### src/rtl/alu_seq_pkg.sv
// Shared types and defaults for the ALU sequencing front end.
// Optional result flags are enabled by defining ALU_SEQ_FLAGS_EN.
package alu_seq_pkg;

  localparam int DEF_NREGS = 8;
  localparam int DEF_W     = 8;
  localparam int OP_W      = 4;

  typedef enum logic [1:0] {
    ST_IDLE = 2'd0,
    ST_EXEC = 2'd1,
    ST_RESP = 2'd2
  } seq_state_e;

  // ALU opcode map; the sequencer passes these through without decoding.
  localparam logic [OP_W-1:0] OP_ADD   = 4'd0;
  localparam logic [OP_W-1:0] OP_SUB   = 4'd1;
  localparam logic [OP_W-1:0] OP_MUL   = 4'd2;
  localparam logic [OP_W-1:0] OP_DIV   = 4'd3;
  localparam logic [OP_W-1:0] OP_AND   = 4'd4;
  localparam logic [OP_W-1:0] OP_OR    = 4'd5;
  localparam logic [OP_W-1:0] OP_XOR   = 4'd6;
  localparam logic [OP_W-1:0] OP_NOT   = 4'd7;
  localparam logic [OP_W-1:0] OP_PASSA = 4'd8;
  localparam logic [OP_W-1:0] OP_PASSB = 4'd9;
  localparam logic [OP_W-1:0] OP_SHL   = 4'd10;
  localparam logic [OP_W-1:0] OP_SRL   = 4'd11;
  localparam logic [OP_W-1:0] OP_SRA   = 4'd12;
  localparam logic [OP_W-1:0] OP_INC4  = 4'd13;
  localparam logic [OP_W-1:0] OP_DEC4  = 4'd14;
  localparam logic [OP_W-1:0] OP_POP   = 4'd15;

endpackage

### src/rtl/alu_regfile.sv
// NREGS x W register file: two combinational read ports, a load port and a
// writeback port; writeback wins when both target the same entry.
module alu_regfile
  import alu_seq_pkg::*;
#(
  parameter  int NREGS = DEF_NREGS,
  parameter  int W     = DEF_W,
  localparam int AW    = $clog2(NREGS)
) (
  input  logic          clk,
  input  logic          rst_n,
  input  logic [AW-1:0] ra_addr_i,
  output logic [W-1:0]  ra_data_o,
  input  logic [AW-1:0] rb_addr_i,
  output logic [W-1:0]  rb_data_o,
  input  logic          ld_en_i,
  input  logic [AW-1:0] ld_addr_i,
  input  logic [W-1:0]  ld_data_i,
  input  logic          wb_en_i,
  input  logic [AW-1:0] wb_addr_i,
  input  logic [W-1:0]  wb_data_i
);

  logic [W-1:0] rf_q [NREGS];
  logic [W-1:0] rf_d [NREGS];

  // Writeback is applied last so it overrides a same-address load.
  always_comb begin
    rf_d = rf_q;
    if (ld_en_i) rf_d[ld_addr_i] = ld_data_i;
    if (wb_en_i) rf_d[wb_addr_i] = wb_data_i;
  end

  always_ff @(posedge clk or negedge rst_n) begin
    if (!rst_n) begin
      for (int i = 0; i < NREGS; i++) rf_q[i] <= '0;
    end else begin
      rf_q <= rf_d;
    end
  end

  assign ra_data_o = rf_q[ra_addr_i];
  assign rb_data_o = rf_q[rb_addr_i];

endmodule

### src/rtl/alu_seq_ctrl.sv
// Serializing front end for the external ALU: accept, execute, respond.
// Defining ALU_SEQ_FLAGS_EN adds registered res_zero/res_neg outputs.
module alu_seq_ctrl
  import alu_seq_pkg::*;
#(
  parameter  int NREGS = DEF_NREGS,
  parameter  int W     = DEF_W,
  localparam int AW    = $clog2(NREGS)
) (
  input  logic            clk,
  input  logic            rst_n,
  input  logic            instr_valid,
  output logic            instr_ready,
  input  logic [OP_W-1:0] instr_op,
  input  logic [AW-1:0]   instr_rd,
  input  logic [AW-1:0]   instr_rs,
  input  logic [AW-1:0]   instr_rt,
  input  logic            ld_en,
  input  logic [AW-1:0]   ld_addr,
  input  logic [W-1:0]    ld_data,
  output logic [W-1:0]    alu_a,
  output logic [W-1:0]    alu_b,
  output logic [OP_W-1:0] alu_op,
  input  logic [W-1:0]    alu_out,
  output logic            res_valid,
  input  logic            res_ready,
  output logic [W-1:0]    res_data,
  output logic [AW-1:0]   res_rd
`ifdef ALU_SEQ_FLAGS_EN
  ,
  output logic            res_zero,
  output logic            res_neg
`endif
);

  seq_state_e      state_q, state_d;
  logic            accept, capture, wb_en;
  logic [W-1:0]    rs_data, rt_data;
  logic [W-1:0]    alu_a_q, alu_b_q, res_data_q;
  logic [OP_W-1:0] alu_op_q;
  logic [AW-1:0]   res_rd_q;

  alu_regfile #(.NREGS(NREGS), .W(W)) u_rf (
    .clk       (clk),
    .rst_n     (rst_n),
    .ra_addr_i (instr_rs),
    .ra_data_o (rs_data),
    .rb_addr_i (instr_rt),
    .rb_data_o (rt_data),
    .ld_en_i   (ld_en),
    .ld_addr_i (ld_addr),
    .ld_data_i (ld_data),
    .wb_en_i   (wb_en),
    .wb_addr_i (res_rd_q),
    .wb_data_i (res_data_q)
  );

  always_ff @(posedge clk or negedge rst_n) begin
    if (!rst_n) state_q <= ST_IDLE;
    else        state_q <= state_d;
  end

  always_comb begin
    state_d = state_q;
    accept  = 1'b0;
    capture = 1'b0;
    wb_en   = 1'b0;
    case (state_q)
      ST_IDLE: if (instr_valid) begin
        accept  = 1'b1;
        state_d = ST_EXEC;
      end
      ST_EXEC: begin
        capture = 1'b1;
        state_d = ST_RESP;
      end
      ST_RESP: if (res_ready) begin
        wb_en   = 1'b1;
        state_d = ST_IDLE;
      end
      default: state_d = ST_IDLE;
    endcase
  end

  // Handshake outputs come from state alone, never from the inputs.
  assign instr_ready = (state_q == ST_IDLE);
  assign res_valid   = (state_q == ST_RESP);

  always_ff @(posedge clk or negedge rst_n) begin
    if (!rst_n) begin
      alu_a_q    <= '0;
      alu_b_q    <= '0;
      alu_op_q   <= '0;
      res_rd_q   <= '0;
      res_data_q <= '0;
    end else begin
      if (accept) begin
        alu_a_q  <= rs_data;
        alu_b_q  <= rt_data;
        alu_op_q <= instr_op;
        res_rd_q <= instr_rd;
      end
      if (capture) res_data_q <= alu_out;
    end
  end

  assign alu_a    = alu_a_q;
  assign alu_b    = alu_b_q;
  assign alu_op   = alu_op_q;
  assign res_data = res_data_q;
  assign res_rd   = res_rd_q;

`ifdef ALU_SEQ_FLAGS_EN
  logic res_zero_q, res_neg_q;

  always_ff @(posedge clk or negedge rst_n) begin
    if (!rst_n) begin
      res_zero_q <= 1'b0;
      res_neg_q  <= 1'b0;
    end else if (capture) begin
      res_zero_q <= (alu_out == '0);
      res_neg_q  <= alu_out[W-1];
    end
  end

  assign res_zero = res_zero_q;
  assign res_neg  = res_neg_q;
`endif

endmodule

### config.mk
export PLATFORM = sky130hd
export DESIGN_NAME = alu_seq_ctrl
export DESIGN_NICKNAME = d
export VERILOG_FILES = /design/src/rtl/alu_seq_pkg.sv /design/src/rtl/alu_regfile.sv /design/src/rtl/alu_seq_ctrl.sv
export SDC_FILE = /design/constraint.sdc
export NUM_CORES = 1
export LEC_CHECK = 0
export ABC_AREA = 1
export CAP_MARGIN = 20
export CORE_UTILIZATION = 35
export CTS_CLUSTER_DIAMETER = 150
export DETAILED_ROUTE_END_ITERATION = 8
export PLACE_DENSITY_LB_ADDON = 0.05
export SLEW_MARGIN = 20
export SYNTH_ARGS = -nofsm -noshare
export SYNTH_HDL_FRONTEND = slang
export SYNTH_SLANG_ARGS = --single-unit
### constraint.sdc
create_clock -name clk -period 1.3 [get_ports clk]
set_input_delay 0.13 -clock clk [delete_from_list [all_inputs] [get_ports clk]]
set_output_delay 0.13 -clock clk [all_outputs]
set_load 0.05 [all_outputs]
==> Word level (Yosys, flattened, before mapping) <==
Index checks and enable logic that the tools add are counted.
{ "word_totals": {"out_inout_bits": 33, "word_cells": 54, "input_bits": 37, "ff_bits": 97} }
{ "classes": {"n_reduce_logical": 4, "n_eq_ne": 4, "bitwise": 4, "order_cmp": 6, "muxes": 22} }
{ "op_table": {"columns": ["op", "n"], "rows": [
  ["bitwise mux 64 bit", 2],
  ["two-way mux 64 bit", 2],
  ["binary-select mux 8 bit (select 3 bit)", 2],
  ["demux 8 bit (select 3 bit)", 2],
  ["two-way mux 8 bit", 6],
  [">= comparator 4 bit, second input constant", 4],
  ["inverter 3 -> 4 bit", 4],
  ["less-than comparator 4 x 1 -> 1 bit, second input constant", 2],
  ["case mux 2 bit (3 select lines)", 1],
  ["two-way mux 1 bit", 5],
  ["two-way mux 2 bit", 2],
  ["== test 2 x 1 -> 1 bit, second input constant", 1],
  ["== test 2 bit, second input constant", 1],
  ["logical AND 1 bit", 2],
  ["zero test 2 bit", 1],
  ["!= test 2 x 1 -> 1 bit, second input constant", 1],
  ["!= test 2 bit, second input constant", 1],
  ["AND reduction 2 bit", 1]
]} }

==> Depth between registers and ports, before layout <==
{ "logic_depth": {"depth_word": 9, "ltp_mapped": 8, "depth_no_buf": 7} }

==> Cells and area by module <==
A second synthesis with hierarchy kept.
{ "hier_totals": {"cells_unflattened": 963, "area_unflattened_um2": 6045.8} }
{ "modules_own_cells": {"columns": ["module", "seq_area_each_um2", "cells_per_inst", "area_each_um2", "instances"], "rows": [
  ["alu_regfile", 1601.5, 819, 4723.3, 1],
  ["alu_seq_ctrl", 825.8, 144, 1322.5, 1]
]} }

==> Least setup slack after synthesis <==
No wires, ideal clock.
{ "synth_timing": {"path_kind": "register -> register", "start": "register state_q[0]", "end": "register alu_a_q[0] (netlist: alu_a[0])", "arrival_ns": 1.799, "stages_incl_launch_ff": 7, "path_buffers": 1, "t_required_ns": 1.234, "slack_ns": -0.565, "synth_period_minus_slack_ns": 1.865, "setup_ns": 0.066, "cell_sequence": "dfrtp_1 -> nor2_1 -> nand2_1 -> inv_2 -> buf_2 -> nand3_1 -> nand2_1"} }
{ "synth_via": {"elab_chain_len": 2} }
{ "synth_rtl": {"columns": ["element", "line_no", "text"], "rows": [
  ["from (decl)", "alu_seq_ctrl.sv:36", "seq_state_e state_q, state_d;"],
  ["from (signal assigned)", "alu_seq_ctrl.sv:60", "else state_q <= state_d;"],
  ["zero test 2 bit", null, null],
  ["net instr_ready", "alu_seq_ctrl.sv:13", "output logic instr_ready,"],
  ["two-way mux 1 bit", "alu_seq_ctrl.sv:68", "case (state_q)"],
  ["to (signal assigned)", "alu_seq_ctrl.sv:98", "alu_a_q <= rs_data;"],
  ["to (decl)", "alu_seq_ctrl.sv:39", "logic [W-1:0] alu_a_q, alu_b_q, res_data_q;"]
]} }
The timed path passes the listed nets, and every way through them passes these cells.
A chain may end at the register's enable or synchronous reset.

==> impl_summary.txt <==
----------------------------------------------------
[Power]
  Combinational share of power ... between 50% and 60%
  Peak supply drop ... between 1000 and 1500 µV
  Net switching power of the design ... 8.675 mW
  Leak pwr ... 4.115 nW
  Clock network power share ... 14.0%
  Internal cell power ... 10.40 mW
  Register share of total power ... between 20% and 30%
  Share of total power consumed by net switching ... a little under half
  Tot Pwr ... about 19 mW
  Total power density per cell area ... approximately 2300 nW/µm²

[Critical path]
  Required time at the endpoint of the critical path ... about 1.5 ns
  Highest net fanout along the worst path ... 8
  CP Class ... flip-flop to flip-flop
  Type of element capturing the critical path ... flip-flop
  Arrival time worst endpoint ... 1.62 ns
  Kind of start point of the critical path ... flip-flop

[Floorplan]
  Area inside the core boundary ... 15940 µm²
  IO Count ... 70
  Die Width ... about 130 µm
  Std cell rows ... 46
  Initial cell density of the core ... between 30% and 40%
  Die height ... roughly 130 µm
  Area of the die ... between 15000 and 20000 µm²

[Logic synthesis]
  Fraction of synthesized cell area taken by the top area cell type ... ~42%
  Flip-flop and latch count after synthesis ... between 90 and 100
  Net Count, Synth ... approximately 870
  Total number of yosys warnings ... 0
  Cell accounting for the most synthesized area ... dfrtp_1
  Syn Inst Count ... roughly 840
  Seq/Total Area, Yosys ... a little over two fifths
  Main area contributors after synthesis ... dfrtp_1, nand2_1, nand3_1, o21ai_1, inv_1
  Count of unique library cells instantiated by Yosys ... 18
  Synthesized area per cell ... around 6.9 µm²
  Post-Synthesis Cell Area ... about 5700 µm²

[Final layout]
  Number of cells in the finished layout apart from fillers ... around 1200
  Layout cell share with drive strength beyond 1 ... 21.34%
  Most common cell after layout, fill and taps aside ... nand2_1
  Fill count ... 1587
  Post-route standard cell area excluding fillers ... approximately 8300 µm²
  Commonest non-fill, non-tap cells in the layout ... nand2_1, nand3_1, dfrtp_1
  Total area of multi-input combinational cells ... 3095 µm²
  Reg area ... about 2400 µm²
  # nets final ... approximately 970
  Inserted Diodes ... 0
  Layout Area Growth over Synthesis ... 43.94%
  Post-layout util ... approximately 52%

[Timing]
  Worst-case headroom to the max-slew limit ... 68.83%
  Tightest hold margin ... approximately 0.23 ns
  Count of endpoints failing setup in the final report ... 52
  Unrepaired setup endpoints after global routing ... yes
  Slew of the pin with the lowest slew margin ... 0.4670 ns
  Crit share post-route ... 107.7%
  F_max ... around 0.7 GHz
  Worst Skew ... 0.01087 ns
  Number of slew-limit violations in the final report ... 0
  Accumulated negative setup slack ... -2.706 ns
  Final worst slack ... -0.1004 ns
  Final critical delay including setup and external delays ... 1.400 ns
  Hold Vio Cnt, Final ... 0

[Clock tree]
  Clock Sink Count ... 97
  Clock root cell ... clkbuf_16
  Clock latency on the worst-skew pair ... approximately 0.35 ns
  Inserted Clock Buffers ... 9
  Number of buffers between clock root and the deepest sink ... 2
  TritonCTS clock tree ... done
  CTS clock-pin slew for the worst setup and hold paths ... 0.07 ns
  CTS H-tree lvls ... 3

[Global route]
  Met1 capacity usage during global routing ... ~37%
  Met2 capacity usage during global routing ... approximately two fifths
  Global routing met3 resource utilization ... 5.330%
  Via count of the first global-routing pass ... about 5400
  Wire length of the first global-routing pass ... 31.61 mm
  Number of antenna violations at the first check in global routing ... 0
  Pin count of the biggest net entering global routing ... 43
  Remaining global-route overflow ... 0
  Busiest grt layer ... met2
  Global-route usage over all layers ... between 20 and 30%

[Drt]
  WL/cell ... approximately 18 µm
  Drt via density ... between 5 and 6
  Overall via count from detail_route ... roughly 6000
  Number of DRC markers after the initial detailed-route iteration ... 550
  Drc violations ... 0
  Remaining antenna violation count after routing ... 0
  Initial DRT Pass Iterations ... 5
  Final routed wirelength across all metal layers ... 21.32 mm

[Placed design]
  Detail Placement HPWL ... between 10 and 15 mm
  # port buffers ... approximately 70
  Inst Count DP ... 1129
  Setup slack at placement ... -0.3414 ns
  Routability congestion estimate ... 0.9452
  Dpl cell area ... between 7000 and 8000 µm²

[Run status]
  Violated checks ... negative setup slack
  Result of the run ... complete, but fails checks

[Run]
  Max Cap Viol ... 0

[Hold path]
  Class of the tightest hold or removal check ... primary input to asynchronous set/reset pin

----------------------------------------------------
## state kept, by name, summed over array words and instances (netlist names)
name and cells:
alu_a 8, alu_b 8, alu_op 4, res_data 8
res_rd 3, state_q 2, u_rf.rf_q 64
## critical path: stages (launching register included)
cell,delay (ns)
dfrtp_1,0.36
inv_2,0.06
nor2_4,0.13
nand2_4,0.10
nor2_8,0.24
buf_12,0.16
nand2_8,0.08
nand2_2,0.06
o21ai_1,0.06
## area by class of cell
| type | instances | area share, % |
|---|---|---|
| Multi-Input combinational cell | 602 | 37.52 |
| Clock inverter | 3 | 0.2881 |
| Timing Repair Buffer | 130 | 21.70 |
| Tap cell | 216 | 3.276 |
| Inverter | 97 | 4.504 |
| Sequential cell | 97 | 29.44 |
| Clock buffer | 13 | 3.276 |
## power groups by stage
stage          Clock, mW  Sequential, mW  Combinational (mW)
2_1_floorplan          0            6.76                3.94
3_3_place_gp           0            5.53                9.68
3_5_place_dp           0            5.59                9.78
4_1_cts             2.70            5.53                9.99
5_1_grt             2.82            5.72                11.8
6_report            2.67            5.54                10.9
## cells by family after synthesis
family                 share of synthesized area, %
AOI/OAI and AO/OA                             12.14
buffers and inverters                         10.70
DFF                                           42.35
and+or+nand+nor                               34.82
## cells in the mapped netlist
cell / n
nand2_1: 309
nand3_1: 112
dfrtp_1: 97
inv_1: 89
o21ai_1: 75
o21ai_0: 56
buf_2: 22
nor2_1: 14
nand2_2: 12
clkbuf_1: 11
a21oi_1: 8
buf_6: 8
inv_2: 8
nand2_4: 5
nor2_4: 4
buf_1: 2
nor2_8: 2
nor2_2: 1
## repair_timing
item | 4_1_cts | 5_1_grt
hold buffers | 1 | 0
buffers inserted | 3 | 4
cloned | 1 | 5
endpoints found under the setup margin | 57 | 84
pin swaps | 10 | 39
endpoints found under the hold margin | 20 | 0
gates resized for setup | 12 | 79
## layer usage
layer / share of wire [%] / vias to the layer above
met4: 1.8 / 0
met1: 45 / 2873
met3: 7.3 / 27
li1: - / 2855
met2: 46 / 196
met5: 0 / -
## path summary, 6_finish.rpt
| path | from | endpoint | slack [ns] | cells past startpoint |
|---|---|---|---|---|
| worst max-delay path | state_q[1]$_DFFE_PN0P_ | u_rf.rf_q[49]$_DFF_PN0_ | -0.10 | 8 |
| worst min-delay path | rst_n | u_rf.rf_q[7]$_DFF_PN0_ | 0.23 | 2 |
| min in group clk | instr_op[0] | alu_op[0]$_DFFE_PN0P_ | 0.31 | 3 |
| max in group asynchronous | rst_n | state_q[0]$_DFFE_PN0P_ | 0.51 | 3 |
| worst min register to register | alu_b[6]$_DFFE_PN0P_ | alu_b[6]$_DFFE_PN0P_ | 0.54 | 2 |
| worst max register to register | state_q[1]$_DFFE_PN0P_ | u_rf.rf_q[49]$_DFF_PN0_ | -0.10 | 8 |
Power figures use the tool's default switching activity.
